<file path="config.mk">
export PLATFORM = sky130hd
export DESIGN_NAME = demux_dist_flat
export DESIGN_NICKNAME = d
export VERILOG_FILES = /design/src/rtl/demux_pkg.sv /design/src/rtl/demux_dist_if.sv /design/src/rtl/out_slot.sv /design/src/rtl/demux_dist.sv /design/src/flat_wrapper.sv
export SDC_FILE = /design/constraint.sdc
export NUM_CORES = 1
export LEC_CHECK = 0
export ABC_CLOCK_PERIOD_IN_PS = 1600
export BUFFER_PORTS_ARGS = -buffer_cell sky130_fd_sc_hd__buf_2
export CORE_AREA = 2 2 53 55
export DETAILED_ROUTE_END_ITERATION = 7
export DIE_AREA = 0 0 55 57
export PLACE_DENSITY = 0.79
export SETUP_SLACK_MARGIN = 0.5
export SKIP_CTS_REPAIR_TIMING = 1
export SYNTH_ARGS = -nofsm -noshare
export SYNTH_HDL_FRONTEND = slang
export SYNTH_HIERARCHICAL = 1
export SYNTH_SLANG_ARGS = --single-unit
</file>
<file path="constraint.sdc">
create_clock -name clock -period 1.6 [get_ports clock]
set_input_delay 0.24 -clock clock [delete_from_list [all_inputs] [get_ports clock]]
set_output_delay 0.24 -clock clock [all_outputs]
set_load 0.1 [all_outputs]
</file>
<file path="src/rtl/demux_pkg.sv">
// Shared types and constants for the 1-to-3 priority distribution demux.
package demux_pkg;

  typedef enum logic [1:0] {
    DEST_NONE = 2'd0,
    DEST_1    = 2'd1,
    DEST_2    = 2'd2,
    DEST_3    = 2'd3
  } dest_e;

  localparam logic [7:0]  DROP_MAX      = 8'd255;
  localparam int unsigned DEFAULT_WIDTH = 4;

endpackage : demux_pkg

</file>
<file path="src/rtl/demux_dist_if.sv">
// Producer-side stream and the three consumer-side buffered outputs.
interface demux_dist_if #(parameter int unsigned WIDTH = 4);

  logic [WIDTH-1:0] ip;
  logic             ip_valid;
  logic             ip_ready;
  logic             sel1;
  logic             sel2;
  logic             sel3;
  logic [WIDTH-1:0] op1;
  logic [WIDTH-1:0] op2;
  logic [WIDTH-1:0] op3;
  logic             op1_valid;
  logic             op2_valid;
  logic             op3_valid;
  logic             op1_ready;
  logic             op2_ready;
  logic             op3_ready;

  // Environment side: drives the input stream and the consumer readies.
  modport master (
    output ip, ip_valid, sel1, sel2, sel3, op1_ready, op2_ready, op3_ready,
    input  ip_ready, op1, op2, op3, op1_valid, op2_valid, op3_valid
  );

  // Demux side.
  modport slave (
    input  ip, ip_valid, sel1, sel2, sel3, op1_ready, op2_ready, op3_ready,
    output ip_ready, op1, op2, op3, op1_valid, op2_valid, op3_valid
  );

endinterface : demux_dist_if

</file>
<file path="src/rtl/out_slot.sv">
// One-entry output buffer: a load wins over a drain on the same edge, so a
// slot whose consumer is always ready sustains one word per cycle.
module out_slot #(
  parameter int unsigned WIDTH = 4
) (
  input  logic             clock,
  input  logic             reset,
  input  logic             load,
  input  logic [WIDTH-1:0] data_in,
  input  logic             ready_in,
  output logic [WIDTH-1:0] data_out,
  output logic             valid_out
);

  // Load new word, otherwise clear valid once the consumer takes the word.
  always_ff @(posedge clock or posedge reset) begin
    if (reset) begin
      data_out  <= '0;
      valid_out <= 1'b0;
    end else if (load) begin
      data_out  <= data_in;
      valid_out <= 1'b1;
    end else if (valid_out && ready_in) begin
      valid_out <= 1'b0;
    end
  end

endmodule : out_slot

</file>
<file path="src/rtl/demux_dist.sv">
// Registered 1-to-3 priority demultiplexer with per-output one-entry buffers
// and a saturating counter of words accepted with no select asserted.
module demux_dist
  import demux_pkg::*;
#(
  parameter int unsigned WIDTH = DEFAULT_WIDTH
) (
  input  logic         clock,
  input  logic         reset,
  demux_dist_if.slave  bus,
  output logic [7:0]   drop_count
);

  dest_e dest;
  logic  accept;

  // Priority decode of the destination selects (sel1 > sel2 > sel3).
  always_comb begin
    dest = DEST_NONE;
    if (bus.sel1)      dest = DEST_1;
    else if (bus.sel2) dest = DEST_2;
    else if (bus.sel3) dest = DEST_3;
  end

  // Ready depends only on the selected slot, never on ip_valid.
  always_comb begin
    bus.ip_ready = 1'b1;
    case (dest)
      DEST_1:  bus.ip_ready = !bus.op1_valid || bus.op1_ready;
      DEST_2:  bus.ip_ready = !bus.op2_valid || bus.op2_ready;
      DEST_3:  bus.ip_ready = !bus.op3_valid || bus.op3_ready;
      default: bus.ip_ready = 1'b1;
    endcase
  end

  assign accept = bus.ip_valid && bus.ip_ready;

  out_slot #(.WIDTH(WIDTH)) u_slot1 (
    .clock     (clock),
    .reset     (reset),
    .load      (accept && (dest == DEST_1)),
    .data_in   (bus.ip),
    .ready_in  (bus.op1_ready),
    .data_out  (bus.op1),
    .valid_out (bus.op1_valid)
  );

  out_slot #(.WIDTH(WIDTH)) u_slot2 (
    .clock     (clock),
    .reset     (reset),
    .load      (accept && (dest == DEST_2)),
    .data_in   (bus.ip),
    .ready_in  (bus.op2_ready),
    .data_out  (bus.op2),
    .valid_out (bus.op2_valid)
  );

  out_slot #(.WIDTH(WIDTH)) u_slot3 (
    .clock     (clock),
    .reset     (reset),
    .load      (accept && (dest == DEST_3)),
    .data_in   (bus.ip),
    .ready_in  (bus.op3_ready),
    .data_out  (bus.op3),
    .valid_out (bus.op3_valid)
  );

  // Count discarded words, holding at the maximum.
  always_ff @(posedge clock or posedge reset) begin
    if (reset) begin
      drop_count <= '0;
    end else if (accept && (dest == DEST_NONE) && (drop_count != DROP_MAX)) begin
      drop_count <= drop_count + 8'd1;
    end
  end

  a_sel1_load: assert property (@(posedge clock) disable iff (reset)
    (accept && bus.sel1) |=> (bus.op1 == $past(bus.ip)));

  a_hold1: assert property (@(posedge clock) disable iff (reset)
    (bus.op1_valid && !bus.op1_ready) |=> (bus.op1 == $past(bus.op1)));

  a_hold2: assert property (@(posedge clock) disable iff (reset)
    (bus.op2_valid && !bus.op2_ready) |=> (bus.op2 == $past(bus.op2)));

  a_hold3: assert property (@(posedge clock) disable iff (reset)
    (bus.op3_valid && !bus.op3_ready) |=> (bus.op3 == $past(bus.op3)));

endmodule : demux_dist

</file>
<file path="src/flat_wrapper.sv">
// flat-port wrapper written by rule: the top's interface ports become plain ports
module demux_dist_flat import demux_pkg::*;
#(
  parameter int unsigned WIDTH = DEFAULT_WIDTH
)
  (clock, reset, drop_count, bus_ip, bus_ip_valid, bus_sel1, bus_sel2, bus_sel3, bus_op1_ready, bus_op2_ready, bus_op3_ready, bus_ip_ready, bus_op1, bus_op2, bus_op3, bus_op1_valid, bus_op2_valid, bus_op3_valid);
  demux_dist_if #(.WIDTH(WIDTH)) bus_i ();
  input  logic clock;
  input  logic reset;
  output logic [7:0] drop_count;
  input wire logic [$bits(bus_i.ip)-1:0] bus_ip;
  input wire logic [$bits(bus_i.ip_valid)-1:0] bus_ip_valid;
  input wire logic [$bits(bus_i.sel1)-1:0] bus_sel1;
  input wire logic [$bits(bus_i.sel2)-1:0] bus_sel2;
  input wire logic [$bits(bus_i.sel3)-1:0] bus_sel3;
  input wire logic [$bits(bus_i.op1_ready)-1:0] bus_op1_ready;
  input wire logic [$bits(bus_i.op2_ready)-1:0] bus_op2_ready;
  input wire logic [$bits(bus_i.op3_ready)-1:0] bus_op3_ready;
  output wire logic [$bits(bus_i.ip_ready)-1:0] bus_ip_ready;
  output wire logic [$bits(bus_i.op1)-1:0] bus_op1;
  output wire logic [$bits(bus_i.op2)-1:0] bus_op2;
  output wire logic [$bits(bus_i.op3)-1:0] bus_op3;
  output wire logic [$bits(bus_i.op1_valid)-1:0] bus_op1_valid;
  output wire logic [$bits(bus_i.op2_valid)-1:0] bus_op2_valid;
  output wire logic [$bits(bus_i.op3_valid)-1:0] bus_op3_valid;
  assign bus_i.ip = bus_ip;
  assign bus_i.ip_valid = bus_ip_valid;
  assign bus_i.sel1 = bus_sel1;
  assign bus_i.sel2 = bus_sel2;
  assign bus_i.sel3 = bus_sel3;
  assign bus_i.op1_ready = bus_op1_ready;
  assign bus_i.op2_ready = bus_op2_ready;
  assign bus_i.op3_ready = bus_op3_ready;
  assign bus_ip_ready = bus_i.ip_ready;
  assign bus_op1 = bus_i.op1;
  assign bus_op2 = bus_i.op2;
  assign bus_op3 = bus_i.op3;
  assign bus_op1_valid = bus_i.op1_valid;
  assign bus_op2_valid = bus_i.op2_valid;
  assign bus_op3_valid = bus_i.op3_valid;
  demux_dist #(.WIDTH(WIDTH)) u_core (.clock(clock), .reset(reset), .bus(bus_i), .drop_count(drop_count));
endmodule
</file>
# Word level (Yosys, flattened, before mapping)

Index checks and enable logic that the tools add are counted.

Bits in registers: 23
Input bits: 13
Logic and storage cells: 41

Reductions and logical operators: 19
Muxes and demuxes: 10
Eq/ne operators: 4
Add/sub/neg operators: 1

Operator list:

| operator                                                               | number |
|---|---|
| 1-bit logical AND                                                      | 9 |
| 8-bit by 1-bit adder with 8-bit output (second input constant)         | 1 |
| 8-bit inequality test (second input constant)                          | 1 |
| 1-bit 2-to-1 mux                                                       | 6 |
| 2-bit 2-to-1 mux                                                       | 3 |
| 2-bit nonzero test                                                     | 3 |
| 2-bit equality test (second input constant)                            | 2 |
| 1-bit zero test                                                        | 3 |
| 1-bit logical OR                                                       | 3 |
| 1-bit case mux with 3 select lines                                     | 1 |
| 2-bit by 1-bit equality test with 1-bit output (second input constant) | 1 |
| 2-bit zero test                                                        | 1 |

# Logic depth before layout (Yosys ltp)

Gate-level depths: netlist of the first run.

Depth in word-level cells: 8
Depth in mapped cells: 4

# Cells and area by module

Netlist of the first run, hierarchy kept.

Modules (own cells, without submodules):

| module     | area an instance (sq um) | instances | seq. area each (sq um) | cells an instance |
|---|---|---|---|---|
| out_slot   | 186.4                    | 3         | 125.1                  | 12 |
| demux_dist | 524.3                    | 1         | 200.2                  | 49 |

# Worst setup path after synthesis of the first run

Ideal clock, no wire load.

Path type: reg2out
From: register u_core.u_slot2.valid_out
To: output port bus_ip_ready
Slack: -1270 ps
Required time: 1360 ps
Stages on the path, launching flop included: 4
Arrival: 2630 ps
Path buffers: 0
Cells stage by stage: dfrtp_1 > nand3b_1 > o22ai_1 > a31oi_1

Longest elaborated chain between the ends: 3

RTL lines:

| what                               | RTL line           | source |
|---|---|---|
| start: declaration                 | out_slot.sv:12     | `output logic valid_out` |
| start signal: assignment           | out_slot.sv:19     | `valid_out <= 1'b0;` |
| start signal: assignment           | out_slot.sv:22     | `valid_out <= 1'b1;` |
| start signal: assignment           | out_slot.sv:24     | `valid_out <= 1'b0;` |
| 1-bit zero test                    | demux_dist.sv:30   | `DEST_2: bus.ip_ready = !bus.op2_valid \|\| bus.op2_ready;` |
| 1-bit logical OR                   | demux_dist.sv:30   |  |
| 1-bit case mux with 3 select lines | demux_dist.sv:28   | `case (dest)` |
| end: declaration                   | flat_wrapper.sv:19 | `output wire logic [$bits(bus_i.ip_ready)-1:0] bus_ip_ready;` |

No other way between the ends.

# Worst setup path after layout of the first run

Ends and elaborated chain as after synthesis.

==> flow_summary.yaml, run 1 <==
status:
  status: "finished, violations left"
  violations: "negative setup slack"
yosys:
  synth-warning-count: 6
  syn_avg_cell_area_um2: 12.7
  ys_seq_area_share_pct: 53.1
  synth_top_area_share_pct: 53.1
  synthCells: 85
  synthesis.area_um2: 1080
  ys_top_cells_by_area: "dfrtp_1 53%, mux2_2 12%, inv_1 3.1%"
  synth_nets: 99
  synth_cell_types: 33
  ys_seq_elements: 23
  synth_top_cell_by_area: "dfrtp_1"
placement:
  dp_hpwl_mm: 2.03
  globalplace.congestion: 0.842
  placed_area_um2: 1530
  placedCellCount: 157
  port-buffer-count: 36
  place_ws_ns: -0.0781
grt:
  antenna_found_initial: 0
  grt_pass1_vias: 865
  grt_max_degree: 15
  grt_usage_pct: 17.8
  grt_pass1_wl_mm: 4.01
  grt-ovfl-total: 0
cells_and_area:
  antenna_cells: 0
  syn2layout_area_growth_pct: 88.9
  drive_gt1_share_pct: 82.9
  stdcell_count: 171
  mostFrequentLayoutCells: "23 x buf_12, 13 x buf_2, 13 x dfrtp_2"
  final_net_count: 155
  fin_area_um2: 2050
  final_common_cell: "buf_12"
cts:
  cts_tree: "yes"
  clkTransAtPathRegs_ns: 0.14
  cts.sinks: 23
  cts_buffers: 3
  h-tree-depth: 1
  clock_latency_ns: 0.32
  root_buffer: "clkbuf_4"
  clockBufferDepth: 2
drt:
  drt-total-wl_mm: 3.20
  drc_errors: 0
  first_pass_iters: 4
  final_antenna_net_count: 0
  drt_iter0_markers: 10
  viasPerCell: 5.28
  wl_per_cell_um: 18.7
  num_vias: 903
setup_path:
  start_kind: "flip-flop"
  required_ns: 1.36
  path_delay_family: "flip-flops"
  critPathSlowestCell: "dfrtp_4"
  max_stage_delay_ns: 0.50
  critical_path_arrival_ns: 1.50
  crit_chain: "nand3b_1 > o22ai_2 > a31oi_4 > buf_12"
  path_class: "reg2out"
  critPathMaxFanout: 3
  crit_path_end_kind: "output port"
  critical_path_buf_inv_count: 1
timing:
  worstMarginPinSlew_ns: 0.484
  timing_hold_violations_final: 0
  max_slew_margin_pct: 68.0
  final-setup-viol-count: 5
  post-route-period-util_pct: 109
  drv_slew: 0
  fin_skew_ns: 0.00545
  period_needed_ns: 1.74
  holdWs_ns: 0.182
  fmax_mhz: 574
  rsz0062_at_grt: "yes"
  setup_tns_ns: -0.452
  finalWorstSetupSlack_ns: -0.142
floorplanning:
  die_h_um: 57
  core_um2: 2620
  pin_count: 37
  initial_core_util_pct: 41.4
  die_x_um: 55
  dieArea_um2: 3140
  row_count: 19
job:
  drv_cap: 0
power:
  p_seq_share_pct: 29.7
  clockPowerShare_pct: 8.7
  intPower_w: 0.00163
  leakagePower_nw: 0.894
  p_sw_w: 0.00165
  comb_power_share_pct: 61.6
  ir_drop_mv: 1.25
  switching_share_pct: 50.2
  cellPowerDensity_nw_per_um2: 1600
worst_hold_path:
  hold_class: "in2reg"
## through the flow
step | utilization (%) | total power, W
final | 78.3 | 0.00328
after global routing | 78.3 | 0.00338
after CTS | 59.5 | 0.00263
after detailed placement | 58.3 | 0.00235
after global placement | 58.3 | 0.00231
after floorplan | - | 0.00209
## cells by family after synthesis
kind of cell               Yosys count  synth area share (%)
buffers and inverters               10                  4.16
muxes                               15                  15.8
DFF                                 23                  53.1
xor gates and xnor gates             4                  3.23
adders and majority gates            1                  1.15
AOI/OAI and AO/OA                   11                  10.2
and+or+nand+nor                     21                  12.4
## layer usage
layer  part of all wire [%]  global-route usage, %
met5                      0                      0
met1                     42                   23.1
met4                    1.4                   8.01
met3                    4.6                   3.40
met2                     52                   28.4
## cell usage after synthesis
cell / count
a21o_1: 1
nand3_1: 2
o22ai_1: 1
nand2_1: 5
mux2_2: 12
a31oi_1: 1
o211a_1: 1
nor3_1: 1
or4b_4: 1
xnor2_1: 2
a2111oi_4: 1
mux2_4: 1
and4b_1: 1
buf_6: 1
nor4b_2: 1
mux2_1: 1
nor4b_1: 1
nand3b_1: 1
mux2i_1: 1
inv_1: 9
a211oi_1: 1
and3_1: 1
dfrtp_1: 23
or3_1: 1
a21o_2: 3
nor2b_1: 1
nand2b_1: 1
and4_1: 1
a2bb2oi_1: 1
xor2_1: 2
a2111oi_1: 1
nor2_1: 3
ha_1: 1
## worst reg2reg max path, cell delays in order (launching register included)
cell	delay, ns
dfrtp_4	0.50
nand3b_1	0.15
o22ai_2	0.14
nor4b_4	0.30
buf_6	0.16
mux2_2	0.34
## power groups by stage
stage	logic [W]	clock network (W)	registers, W
final	0.00202	0.000285	0.000974
after global routing	0.00207	0.000315	0.000993
after CTS	0.00145	0.000285	0.000888
after detailed placement	0.00145	0	0.000899
after global placement	0.00142	0	0.000887
after floorplan	0.000270	0	0.00182
## sequential cells by signal (all words and copies together), names as in the netlist
signal,flops
u_core/u_slot2/data_out,4
u_core/u_slot3/data_out,4
u_core/drop_count,8
u_core/u_slot2/valid_out,1
u_core/u_slot1/data_out,4
u_core/u_slot1/valid_out,1
u_core/u_slot3/valid_out,1
## area by class of cell
class	count	area, um2
multi-input cells	52	648
clock buffers	3	22.5
inverters	9	33.8
flip-flops and latches	23	629
well taps	31	38.8
fillers	145	568
repair buffers	52	667
clock inverters	1	7.51
## final timing paths
path | from | end | slack, ns | depth (start not counted)
min in group asynchronous | reset | u_core/u_slot3/valid_out$_DFFE_PP0P_ | 0.38 | 3
worst min register to register | u_core/u_slot2/valid_out$_DFFE_PP0P_ | u_core/u_slot2/valid_out$_DFFE_PP0P_ | 0.57 | 1
max in group asynchronous | reset | u_core/drop_count[5]$_DFFE_PP0P_ | 0.88 | 3
worst min-delay path | bus_ip[1] | u_core/u_slot3/data_out[1]$_DFFE_PP0P_ | 0.18 | 2
worst max-delay path | u_core/u_slot2/valid_out$_DFFE_PP0P_ | bus_ip_ready | -0.14 | 4
worst max register to register | u_core/u_slot2/valid_out$_DFFE_PP0P_ | u_core/u_slot3/data_out[2]$_DFFE_PP0P_ | -0.09 | 5
Power figures use the tool's default switching activity.
==> run 2, diff against run 1 <==
--- a/config.mk
+++ b/config.mk
@@ -11,6 +11,7 @@
 export DETAILED_ROUTE_END_ITERATION = 7
 export DIE_AREA = 0 0 55 57
 export PLACE_DENSITY = 0.79
+export RECOVER_POWER = 100
 export SETUP_SLACK_MARGIN = 0.5
 export SKIP_CTS_REPAIR_TIMING = 1
 export SYNTH_ARGS = -nofsm -noshare
==> run 2 against run 1 <==
Net effect: the run still ends with negative setup slack left; critical path depth did not move; clock power barely moved; total power barely moved; non-clock buffer count did not move.
==> flow_summary.yaml, run 2 (same netlist as run 1, synthesis figures left out) <==
status:
  status: "finished, violations left"
  violations: "negative setup slack"
power:
  cellPowerDensity_nw_per_um2: 1600
  p_seq_share_pct: 29.7
  switching_share_pct: 50.2
  intPower_w: 0.00163
  comb_power_share_pct: 61.6
  ir_drop_mv: 1.25
  clockPowerShare_pct: 8.7
  p_sw_w: 0.00165
  leakagePower_nw: 0.891
worst_hold_path:
  hold_class: "in2reg"
grt:
  grt-ovfl-total: 0
  antenna_found_initial: 0
  grt_pass1_wl_mm: 4.01
  grt_usage_pct: 17.8
  grt_max_degree: 15
  grt_pass1_vias: 865
cts:
  clock_latency_ns: 0.32
  clockBufferDepth: 2
  cts_tree: "yes"
  cts.sinks: 23
  h-tree-depth: 1
  root_buffer: "clkbuf_4"
  cts_buffers: 3
  clkTransAtPathRegs_ns: 0.14
timing:
  setup_tns_ns: -0.452
  post-route-period-util_pct: 109
  timing_hold_violations_final: 0
  fmax_mhz: 574
  final-setup-viol-count: 5
  worstMarginPinSlew_ns: 0.484
  drv_slew: 0
  max_slew_margin_pct: 68.0
  period_needed_ns: 1.74
  fin_skew_ns: 0.00545
  rsz0062_at_grt: "yes"
  finalWorstSetupSlack_ns: -0.142
cells_and_area:
  antenna_cells: 0
  regArea_um2: 629
  fillers: 146
  syn2layout_area_growth_pct: 88.8
  multi_input_area_um2: 648
  final_common_cell: "buf_12"
  stdcell_count: 171
  regMostFlops: "u_core/drop_count"
  largest_reg_flops: 8
  drive_gt1_share_pct: 82.1
  mostFrequentLayoutCells: "23 x buf_12, 13 x dfrtp_2, 12 x buf_2"
  final_net_count: 155
floorplanning:
  core_um2: 2620
  pin_count: 37
  initial_core_util_pct: 41.4
  die_x_um: 55
  dieArea_um2: 3140
  die_h_um: 57
  row_count: 19
drt:
  drc_errors: 0
  viasPerCell: 5.28
  drt_iter0_markers: 10
  final_antenna_net_count: 0
  num_vias: 903
  first_pass_iters: 4
  wl_per_cell_um: 18.7
  drt-total-wl_mm: 3.20
setup_path:
  start_kind: "flip-flop"
  path_class: "reg2out"
  crit_path_end_kind: "output port"
  critical_path_arrival_ns: 1.50
  critPathMaxFanout: 3
  required_ns: 1.36
placement:
  port-buffer-count: 36
  globalplace.congestion: 0.842
  dp_hpwl_mm: 2.03
  place_ws_ns: -0.0781
  placedCellCount: 157
job:
  drv_cap: 0
## run 2: changes by cell type in the layout (fill, tap and decap cells not counted)
cell	before	now
buf_2	13	12
clkbuf_1	0	1
## run 2: power groups by stage
stage / logic [W] / clock network, W / registers, W
floorplan: 0.000270 / 0 / 0.00182
global placement: 0.00142 / 0 / 0.000887
detailed placement: 0.00145 / 0 / 0.000899
CTS: 0.00145 / 0.000285 / 0.000888
global route: 0.00207 / 0.000315 / 0.000992
finish: 0.00202 / 0.000285 / 0.000974
## run 2: stage by stage
stage | instance area (um2) | hold slack (ns) | total power, W | util (%)
finish | 2050 | 0.182 | 0.00328 | 78.2
detailed placement | 1530 | 0.180 | 0.00235 | 58.3
global route | 2050 | 0.170 | 0.00338 | 78.2
global placement | 1530 | 0.169 | 0.00231 | 58.3
CTS | 1560 | -0.178 | 0.00263 | 59.5
floorplan | 1260 | 0.0183 | 0.00209 | -
## run 2: cell type report
class	count	area share (%)
Timing Repair Buffer	52	32.5
Multi-Input combinational cell	52	31.7
Sequential cell	23	30.8
Tap cell	31	1.90
Inverter	9	1.65
Clock buffer	3	1.10
Clock inverter	1	0.367
## run 2: critical path: stages (launching register included)
cell	delay [ns]
dfrtp_4	0.50
nand3b_1	0.15
o22ai_2	0.14
a31oi_4	0.19
buf_12	0.19
## run 2: layer usage
layer	GRT usage, %	wire, um	vias up
met1	23.1	1350	470
met2	28.4	1660	24
met3	3.40	147	2
met5	0	0	-
met4	8.01	44	0
li1	-	-	407
## run 2: final timing paths
kind / slack [ns] / cells past startpoint / end / start
max: -0.14 / 4 / bus_ip_ready / u_core/u_slot2/valid_out$_DFFE_PP0P_
min: 0.18 / 2 / u_core/u_slot3/data_out[1]$_DFFE_PP0P_ / bus_ip[1]
max reg2reg: -0.09 / 5 / u_core/u_slot3/data_out[2]$_DFFE_PP0P_ / u_core/u_slot2/valid_out$_DFFE_PP0P_
min reg2reg: 0.57 / 1 / u_core/u_slot2/valid_out$_DFFE_PP0P_ / u_core/u_slot2/valid_out$_DFFE_PP0P_
max in group asynchronous: 0.87 / 3 / u_core/drop_count[5]$_DFFE_PP0P_ / reset
min in group asynchronous: 0.39 / 3 / u_core/u_slot3/valid_out$_DFFE_PP0P_ / reset
